==> config.mk <==
export PLATFORM = sky130hd
export DESIGN_NAME = ghost_mode_scheduler
export DESIGN_NICKNAME = d
export VERILOG_FILES = /design/src/rtl/ghost_mode_scheduler.sv
export SDC_FILE = /design/constraint.sdc
export NUM_CORES = 1
export LEC_CHECK = 0
export CORE_ASPECT_RATIO = 1.75
export CORE_MARGIN = 1
export CORE_UTILIZATION = 35
export CTS_BUF_LIST = sky130_fd_sc_hd__clkbuf_2 sky130_fd_sc_hd__clkbuf_4 sky130_fd_sc_hd__clkbuf_8
export DETAILED_ROUTE_END_ITERATION = 10
export HOLD_SLACK_MARGIN = 0.05
export MAX_ROUTING_LAYER = met4
export PLACE_DENSITY_LB_ADDON = 0.08
export REMOVE_ABC_BUFFERS = 1
export SYNTH_ARGS = -nofsm -noshare
export SYNTH_HDL_FRONTEND = slang
export SYNTH_SLANG_ARGS = --single-unit
==> constraint.sdc <==
create_clock -name i_clk -period 7.6 [get_ports i_clk]
set_input_delay 2.28 -clock i_clk [delete_from_list [all_inputs] [get_ports i_clk]]
set_output_delay 2.28 -clock i_clk [all_outputs]
set_load 0.005 [all_outputs]
==> src/rtl/ghost_mode_scheduler.sv <==
// Ghost behaviour-mode sequencer: timed SCATTER/CHASE schedule, FRIGHTENED windows,
// DIED hold and PAUSE freezing, all driven by a shared one-second prescaler.
module ghost_mode_scheduler #(
    parameter int TICK_DIV  = 50_000_000,
    parameter int SCATTER_S = 7,
    parameter int CHASE_S   = 20,
    parameter int ROUNDS    = 3,
    parameter int FRIGHT_S  = 6,
    parameter int WARN_S    = 2,
    parameter int DIED_S    = 3
) (
    input  logic       i_clk,
    input  logic       i_rst,
    input  logic       i_start,
    input  logic       i_pause,
    input  logic       i_power_pellet,
    input  logic       i_pacman_caught,
    output logic [3:0] o_mode,
    output logic       o_mode_change,
    output logic       o_fright_warning,
    output logic [7:0] o_sec_left
);
    // Event inputs (start/pellet/caught) are one-cycle pulses sampled on each rising
    // edge; i_pause is a level. There is no back-pressure: every output is a register
    // that reflects the inputs sampled on the previous edge.

    typedef enum logic [3:0] {
        S_IDLE    = 4'd0,
        S_CHASE   = 4'd1,
        S_SCATTER = 4'd2,
        S_FRIGHT  = 4'd3,
        S_DIED    = 4'd4,
        S_PAUSE   = 4'd5
    } state_t;

    localparam int PW = (TICK_DIV > 1) ? $clog2(TICK_DIV) : 1;
    localparam logic [PW-1:0] PRESC_MAX = PW'(TICK_DIV - 1);
    localparam logic [7:0] SCATTER_T  = 8'(SCATTER_S);
    localparam logic [7:0] CHASE_T    = 8'(CHASE_S);
    localparam logic [7:0] FRIGHT_T   = 8'(FRIGHT_S);
    localparam logic [7:0] WARN_T     = 8'(WARN_S);
    localparam logic [7:0] DIED_T     = 8'(DIED_S);
    localparam logic [7:0] LAST_ROUND = 8'(ROUNDS - 1);

    state_t          state, pause_ret, fright_ret;
    logic [PW-1:0]   presc;
    logic [7:0]      round, phase_sec, fright_sec, died_sec;

    state_t          nxt_state, nxt_pause_ret, nxt_fright_ret, view;
    logic [PW-1:0]   nxt_presc;
    logic [7:0]      nxt_round, nxt_phase, nxt_fright, nxt_died, nxt_sec;
    logic            nxt_change, counting, tick;

    always_comb begin
        nxt_state      = state;
        nxt_pause_ret  = pause_ret;
        nxt_fright_ret = fright_ret;
        nxt_round      = round;
        nxt_phase      = phase_sec;
        nxt_fright     = fright_sec;
        nxt_died       = died_sec;
        nxt_change     = 1'b0;

        // Permanent CHASE (phase_sec == 0) never ticks, so its prescaler stays parked.
        counting = (state == S_SCATTER) || (state == S_FRIGHT) || (state == S_DIED) ||
                   ((state == S_CHASE) && (phase_sec != 8'd0));
        tick     = counting && (presc == PRESC_MAX);
        nxt_presc = presc;
        if (counting) nxt_presc = tick ? '0 : presc + 1'b1;

        case (state)
            S_IDLE: begin
                if (i_start) begin
                    nxt_round = 8'd0;
                    nxt_phase = SCATTER_T;
                    nxt_state = S_SCATTER;
                    nxt_presc = '0;
                end
            end
            S_PAUSE: begin
                if (!i_pause) nxt_state = pause_ret;
            end
            default: begin
                if (i_pause) begin
                    nxt_pause_ret = state;
                    nxt_state     = S_PAUSE;
                    nxt_presc     = presc;
                end else if ((state == S_SCATTER) || (state == S_CHASE)) begin
                    if (i_pacman_caught) begin
                        nxt_state = S_DIED;
                        nxt_died  = DIED_T;
                        nxt_presc = '0;
                    end else if (i_power_pellet) begin
                        nxt_fright_ret = state;
                        nxt_fright     = FRIGHT_T;
                        nxt_state      = S_FRIGHT;
                        nxt_presc      = '0;
                        nxt_change     = 1'b1;
                    end else if (tick) begin
                        if (phase_sec != 8'd1) begin
                            nxt_phase = phase_sec - 8'd1;
                        end else if (state == S_SCATTER) begin
                            nxt_state  = S_CHASE;
                            nxt_phase  = (round == LAST_ROUND) ? 8'd0 : CHASE_T;
                            nxt_change = 1'b1;
                        end else begin
                            nxt_round  = round + 8'd1;
                            nxt_state  = S_SCATTER;
                            nxt_phase  = SCATTER_T;
                            nxt_change = 1'b1;
                        end
                    end
                end else if (state == S_FRIGHT) begin
                    if (i_power_pellet) begin
                        nxt_fright = FRIGHT_T;
                        nxt_presc  = '0;
                    end else if (tick) begin
                        if (fright_sec == 8'd1) nxt_state = fright_ret;
                        else                    nxt_fright = fright_sec - 8'd1;
                    end
                end else if (tick) begin
                    if (died_sec == 8'd1) begin
                        nxt_state = S_IDLE;
                        nxt_round = 8'd0;
                    end else begin
                        nxt_died = died_sec - 8'd1;
                    end
                end
            end
        endcase

        // While paused, report the seconds of the state being resumed.
        view = (nxt_state == S_PAUSE) ? nxt_pause_ret : nxt_state;
        case (view)
            S_SCATTER, S_CHASE: nxt_sec = nxt_phase;
            S_FRIGHT:           nxt_sec = nxt_fright;
            S_DIED:             nxt_sec = nxt_died;
            default:            nxt_sec = 8'd0;
        endcase
    end

    always_ff @(posedge i_clk) begin
        if (i_rst) begin
            state            <= S_IDLE;
            pause_ret        <= S_IDLE;
            fright_ret       <= S_IDLE;
            presc            <= '0;
            round            <= 8'd0;
            phase_sec        <= 8'd0;
            fright_sec       <= 8'd0;
            died_sec         <= 8'd0;
            o_mode           <= 4'd0;
            o_mode_change    <= 1'b0;
            o_fright_warning <= 1'b0;
            o_sec_left       <= 8'd0;
        end else begin
            state            <= nxt_state;
            pause_ret        <= nxt_pause_ret;
            fright_ret       <= nxt_fright_ret;
            presc            <= nxt_presc;
            round            <= nxt_round;
            phase_sec        <= nxt_phase;
            fright_sec       <= nxt_fright;
            died_sec         <= nxt_died;
            o_mode           <= nxt_state;
            o_mode_change    <= nxt_change;
            o_fright_warning <= (nxt_state == S_FRIGHT) && (nxt_fright <= WARN_T);
            o_sec_left       <= nxt_sec;
        end
    end
endmodule

== Yosys cells after proc, flatten, opt, wreduce, memory -nomap -nowiden ==
Cells that the tools add are included.

* Register bits: 80
* Input port bits: 6
* Word-level logic and storage cells: 132

* $add $sub $neg: 5
* Order comparisons: 1
* Eq/ne operators: 24
* Multiplexer cells: 69
* Bitwise gates (word level): 5
* Reduce and logical (&&, ||, !) cells: 17

{| class="wikitable"
|+ Operator list
! cell !! number
|-
| $mux 8 || 34
|-
| $mux 26 || 8
|-
| $mux 4 || 16
|-
| $pmux 26 s2 || 1
|-
| $pmux 8 s2 || 2
|-
| $add 26x1->26 const B || 1
|-
| $eq 26x26->1 const B || 1
|-
| $pmux 8 s3 || 1
|-
| $sub 8x1->8 const B || 3
|-
| $eq 4x2->1 const B || 5
|-
| $eq 4x3->1 const B || 4
|-
| $eq 8x1->1 const B || 2
|-
| $ne 3x2->1 const B || 4
|-
| $reduce_and 11->1 || 1
|-
| $mux 5 || 2
|-
| $reduce_bool 3->1 || 3
|-
| $add 8x1->8 const B || 1
|-
| $eq 4x1->1 const B || 2
|-
| $eq 8x2->1 const B || 1
|-
| $le 8x2->1 const B || 1
|-
| $ne 8x1->1 const B || 1
|-
| $pmux 4 s2 || 1
|-
| $reduce_bool 8->1 || 1
|-
| $ne 3x1->1 const B || 2
|-
| other kinds (11) || 23
|}

== Depth between registers and ports, before layout ==
* Depth in word-level cells: 16
* Depth in mapped cells: 13
* Mapped depth without buffers: 11

== Least setup slack after synthesis ==
OpenSTA, ideal clock, no wires.

* Path type: in2reg
* Start: input i_power_pellet
* End: register o_sec_left[5]
* Setup time: 70 ps
* Arrival: 4373 ps
* Required time: 7530 ps
* Path slack: 3157 ps
* Stages: 8
* Path buffers: 2
* Cells stage by stage: clkbuf_1 -> clkbuf_1 -> or3_1 -> nor2_1 -> o21ai_0 -> or4b_2 -> a21bo_2 -> a21oi_1

* Word-level cells in the longest chain between the ends: 10
* Elaborated cells on any way between the ends: 27
* Classes of those cells: eq/ne: 5; mux: 21; reduce/logical: 1

{| class="wikitable"
|+ Ends and longest elaborated chain
! item !! RTL line !! RTL
|-
| start: declaration || 16 || <nowiki>input logic i_power_pellet,</nowiki>
|-
| $mux 4, on equally long branches || 114, 93 ||
|-
| $mux 4, on equally long branches || 113, 89 ||
|-
| $mux 4 || 88 || <nowiki>end else if ((state == S_SCATTER) || (state == S_CHASE)) begin</nowiki>
|-
| $mux 4 || 84 || <nowiki>if (i_pause) begin</nowiki>
|-
| $pmux 4 s2 || 71 || <nowiki>case (state)</nowiki>
|-
| $eq 4x3->1 || 133 || <nowiki>view = (nxt_state == S_PAUSE) ? nxt_pause_ret : nxt_state;</nowiki>
|-
| $mux 4 || 133 ||
|-
| $eq 4x2->1 or $eq 4x1->1 (tied branches) || 134 || <nowiki>case (view)</nowiki>
|-
| $reduce_or 2->1 || 134 ||
|-
| $pmux 8 s3 (*) || 134 ||
|-
| end signal: assignment || 168 || <nowiki>o_sec_left <= nxt_sec;</nowiki>
|-
| end: declaration || 21 || <nowiki>output logic [7:0] o_sec_left</nowiki>
|}

Every way passes the cells marked *; elsewhere a longest branch is shown, timed or not.
A chain may end at the register's enable or synchronous reset.

== Worst setup path in the final report ==
* Start: input i_pause
* End: register o_sec_left[4]

* Word-level cells in the longest chain between the ends: 7
* Elaborated cells on any way between the ends: 18
* Classes of those cells: eq/ne: 5; mux: 12; reduce/logical: 1

{| class="wikitable"
|+ Ends and longest elaborated chain
! item !! RTL line !! RTL
|-
| start: declaration || 15 || <nowiki>input logic i_pause,</nowiki>
|-
| $mux 4, on equally long branches || 84, 81 ||
|-
| $pmux 4 s2 || 71 ||
|-
| $eq 4x3->1 || 133 ||
|-
| $mux 4 || 133 ||
|-
| $eq 4x2->1 or $eq 4x1->1 (tied branches) || 134 ||
|-
| $reduce_or 2->1 || 134 ||
|-
| $pmux 8 s3 (*) || 134 ||
|}

Marks and branches as above.

==> results_dict.tcl <==
set metrics [dict create \
    globalRoute.totalOverflow 0 \
    yosysTopAreaCell "dfxtp_1" \
    layout.cells.non_filler 826 \
    fmax_mhz 185 \
    dr.pass1.iters 6 \
    io-pin-count 20 \
    worst_ir_drop_on_vdd_mv 0.0849 \
    initial_core_util 0.362 \
    syn_to_final_growth_pct 11.3 \
    synth_enable_flop_cells 0 \
    die_area_um2 14500 \
    cts_made_buffers 9 \
    yosys_synthesis_warning_count 0 \
    setup_viol 0 \
    drtAntennaViolNets 0 \
    first_global_vias 4706 \
    synthAdderAreaFrac 0.0250 \
    cts_hold_buf 0 \
    critical_path.startpoint_type "input port" \
    dominant_combinational_cell_family_by_area_after_synthesis "simple AND/OR/NAND/NOR gates" \
    power_frac_seq 0.391 \
    synth_area_per_cell_um2 7.64 \
    layout_commonest_cell "nor2_1" \
    finalMaxSlewViolations 0 \
    synth_flop_cell "dfxtp_1" \
    ys_seq_elements 80 \
    cts-root-to-sink-buffers 2 \
    placedInstanceArea_um2 5230 \
    route.detailed.drc 0 \
    layout.nets 662 \
    setup_ws_ns 2.19 \
    antenna_found_initial 0 \
    synth-async-reset-ratio 0 \
    dp_worst_setup_slack_ns 1.93 \
    switching_share 0.366 \
    synthesis.instances 641 \
    setup_total_negative_slack_ns 0 \
    maxUsedRoutingLayer "met4" \
    tightestPinTransition_ns 1.14 \
    cts.clk_slew.worst_paths_ns 0.08 \
    port_buffers 19 \
    timing_worst_setup_path_type "in2reg" \
    groute.usage.overall 0.218 \
    crit_buf_inv 1 \
    die_height_um 159 \
    rows 56 \
    synth_compound_gate_area_share 0.237 \
    placeableCoreArea_um2 13500 \
    met2_length_um 7580 \
    arrival_ns 5.64 \
    leakage_nw 1.82 \
    clkLatencyLatePin_ns 0.37 \
    fin_area_um2 5450 \
    final_hold_viol_count 0 \
    tritoncts_num_sinks 80 \
    rsz0062_at_grt "no" \
    cts.repair.resized 0 \
    power.density_nw_per_um2 223 \
    hold_path_class "reg2reg" \
    synth.yosys.seq_area_share 0.327 \
    post_route_cells_drive_above_1_share 0.0583 \
    timing.critical_path.mode_cell "a31oi_1" \
    switching_power_w 0.000445 \
    status "completed" \
    power_w 0.00122 \
    intPower_w 0.000771 \
    grt_start_max_net_pins 33 \
    placedCellCount 810 \
    post_cts_buffers 0 \
    finalWorstPathRequiredPeriod_ns 5.41 \
    cp.required_ns 7.83 \
    mean_routed_wirelength_per_cell_um 18.0 \
    dp.final_hpwl_um 11100 \
    power.share.combinational 0.312 \
    place.gp.congestion 0.903 \
    slowest_stage "clkdlybuf4s50_1" \
    tritoncts "done" \
    totalWireLength_um 14900 \
    critPathMaxStageDelay_ns 0.76 \
    synthXorXnorAreaFrac 0.0465 \
    cts.htree.levels 3 \
    max_cap_viol_count 0 \
    mux_cell_area_share_after_synthesis 0.0125 \
    via_per_inst 5.83 \
    detailroute.wirelength.met3_um 625 \
    syn-cell-area_um2 4900 \
    yosys.area_share.simple 0.314 \
    max_slew_margin 0.233 \
    diodes_inserted 0 \
    worst_setup_path_end_kind "flop" \
    clock_tree.root_cell "clkbuf_8" \
    final_min_period_over_clock_period 0.712 \
    synthTopCellsByArea "dfxtp_1 33%, nor2_1 7.0%, o21ai_0 4.7%" \
    global_route_wire_length_before_repair_um 24000 \
    layout.cells.most_common_list "91 x nor2_1, 80 x dfxtp_1, 58 x nand2_1" \
    synthDistinctLibCells 70 \
    worstPathCellList "clkdlybuf4s50_1 -> a21oi_1 -> nand2_1 -> a31oi_1 -> a22oi_1 -> nand2b_1 -> o31ai_2 -> o31ai_4 -> a31oi_1" \
    critical_path.top_delay_family "compound AO/OA/AOI/OAI gates" \
    worstPathMaxFanout 20 \
    pwr-share-clk 0.297 \
    drt-met1-wl_um 5800 \
    clock_skew_ns 0.0135 \
    drt_iter0_drc 347 \
    chipWidth_um 91.4 \
    vias 4815 \
    synth_top_cell_area_share 0.327 \
]
==> stage by stage <==
step / hold WS [ns] / util
2_1_floorplan: 0.453 / -
3_3_place_gp: 0.465 / 0.387
3_5_place_dp: 0.469 / 0.387
4_1_cts: 0.480 / 0.403
5_1_grt: 0.490 / 0.403
6_report: 0.475 / 0.403
==> routing by layer <==
| layer | track usage | up-vias |
|---|---|---|
| li1 | - | 2346 |
| met1 | 0.226 | 2257 |
| met2 | 0.385 | 163 |
| met3 | 0.0334 | 49 |
| met4 | 0.137 | 0 |
| met5 | - | - |
==> cells by family (layout without fill, tap and decap cells) <==
kind of cell / Yosys count / count (layout)
muxes: 6 / 6
and+or+nand+nor: 297 / 297
AOI/OAI and AO/OA: 175 / 175
buffers and inverters: 47 / 58
adders and majority gates: 10 / 10
xor gates and xnor gates: 26 / 26
DFF: 80 / 80
==> area by class of cell <==
type	count	area [um2]
Sequential cell	80	1600
Fill cell	1384	8070
Clock buffer	13	160
Inverter	18	67.6
Timing Repair Buffer	24	228
Multi-Input combinational cell	514	3110
Tap cell	174	218
Clock inverter	3	65.1
==> power by group through the flow <==
stage                     combinational, W  sequential [W]  clock (W)
after floorplan                   0.000264        0.000474          0
after global placement            0.000372        0.000485          0
after detailed placement          0.000374        0.000484          0
after CTS                         0.000376        0.000474   0.000372
after global routing              0.000420        0.000480   0.000391
final                             0.000379        0.000476   0.000361
==> registers in the layout, indices dropped and copies added, names as in the netlist, 8 cells and up <==
signal	flops
fright_sec	8
phase_sec	8
o_sec_left	8
presc	26
died_sec	8
round	8
==> final timing paths <==
path | start | end | slack, ns | cells past startpoint
worst min register to register | fright_ret[3]$_SDFFE_PP0P_ | fright_ret[3]$_SDFFE_PP0P_ | 0.48 | 1
worst max register to register | state[1]$_SDFF_PP0_ | o_sec_left[4]$_SDFF_PP0_ | 3.21 | 9
worst max-delay path | i_pause | o_sec_left[4]$_SDFF_PP0_ | 2.19 | 9
worst min-delay path | fright_ret[3]$_SDFFE_PP0P_ | fright_ret[3]$_SDFFE_PP0P_ | 0.48 | 1
==> synth_stat cells (4+ instances only) <==
cell type  number
and4_1          6
o21a_1          5
nor3_1         18
mux2i_1         5
ha_1            9
a21oi_1        41
nor2_1         91
nand2b_1       13
a22oi_1        11
a211o_1         6
o21ai_0        46
xor2_1         19
nand3_1        18
xnor2_1         7
and2_1         21
or3_1           9
and3_1          5
nor4_1         12
nand4_1        11
nand3b_1        4
nand2_1        58
o211ai_1        4
inv_1          17
nor3b_1         6
dfxtp_1        80
o22ai_1         5
clkbuf_1       27
a31oi_1        16
o31ai_1         6
(Power assumes the default switching activity.)
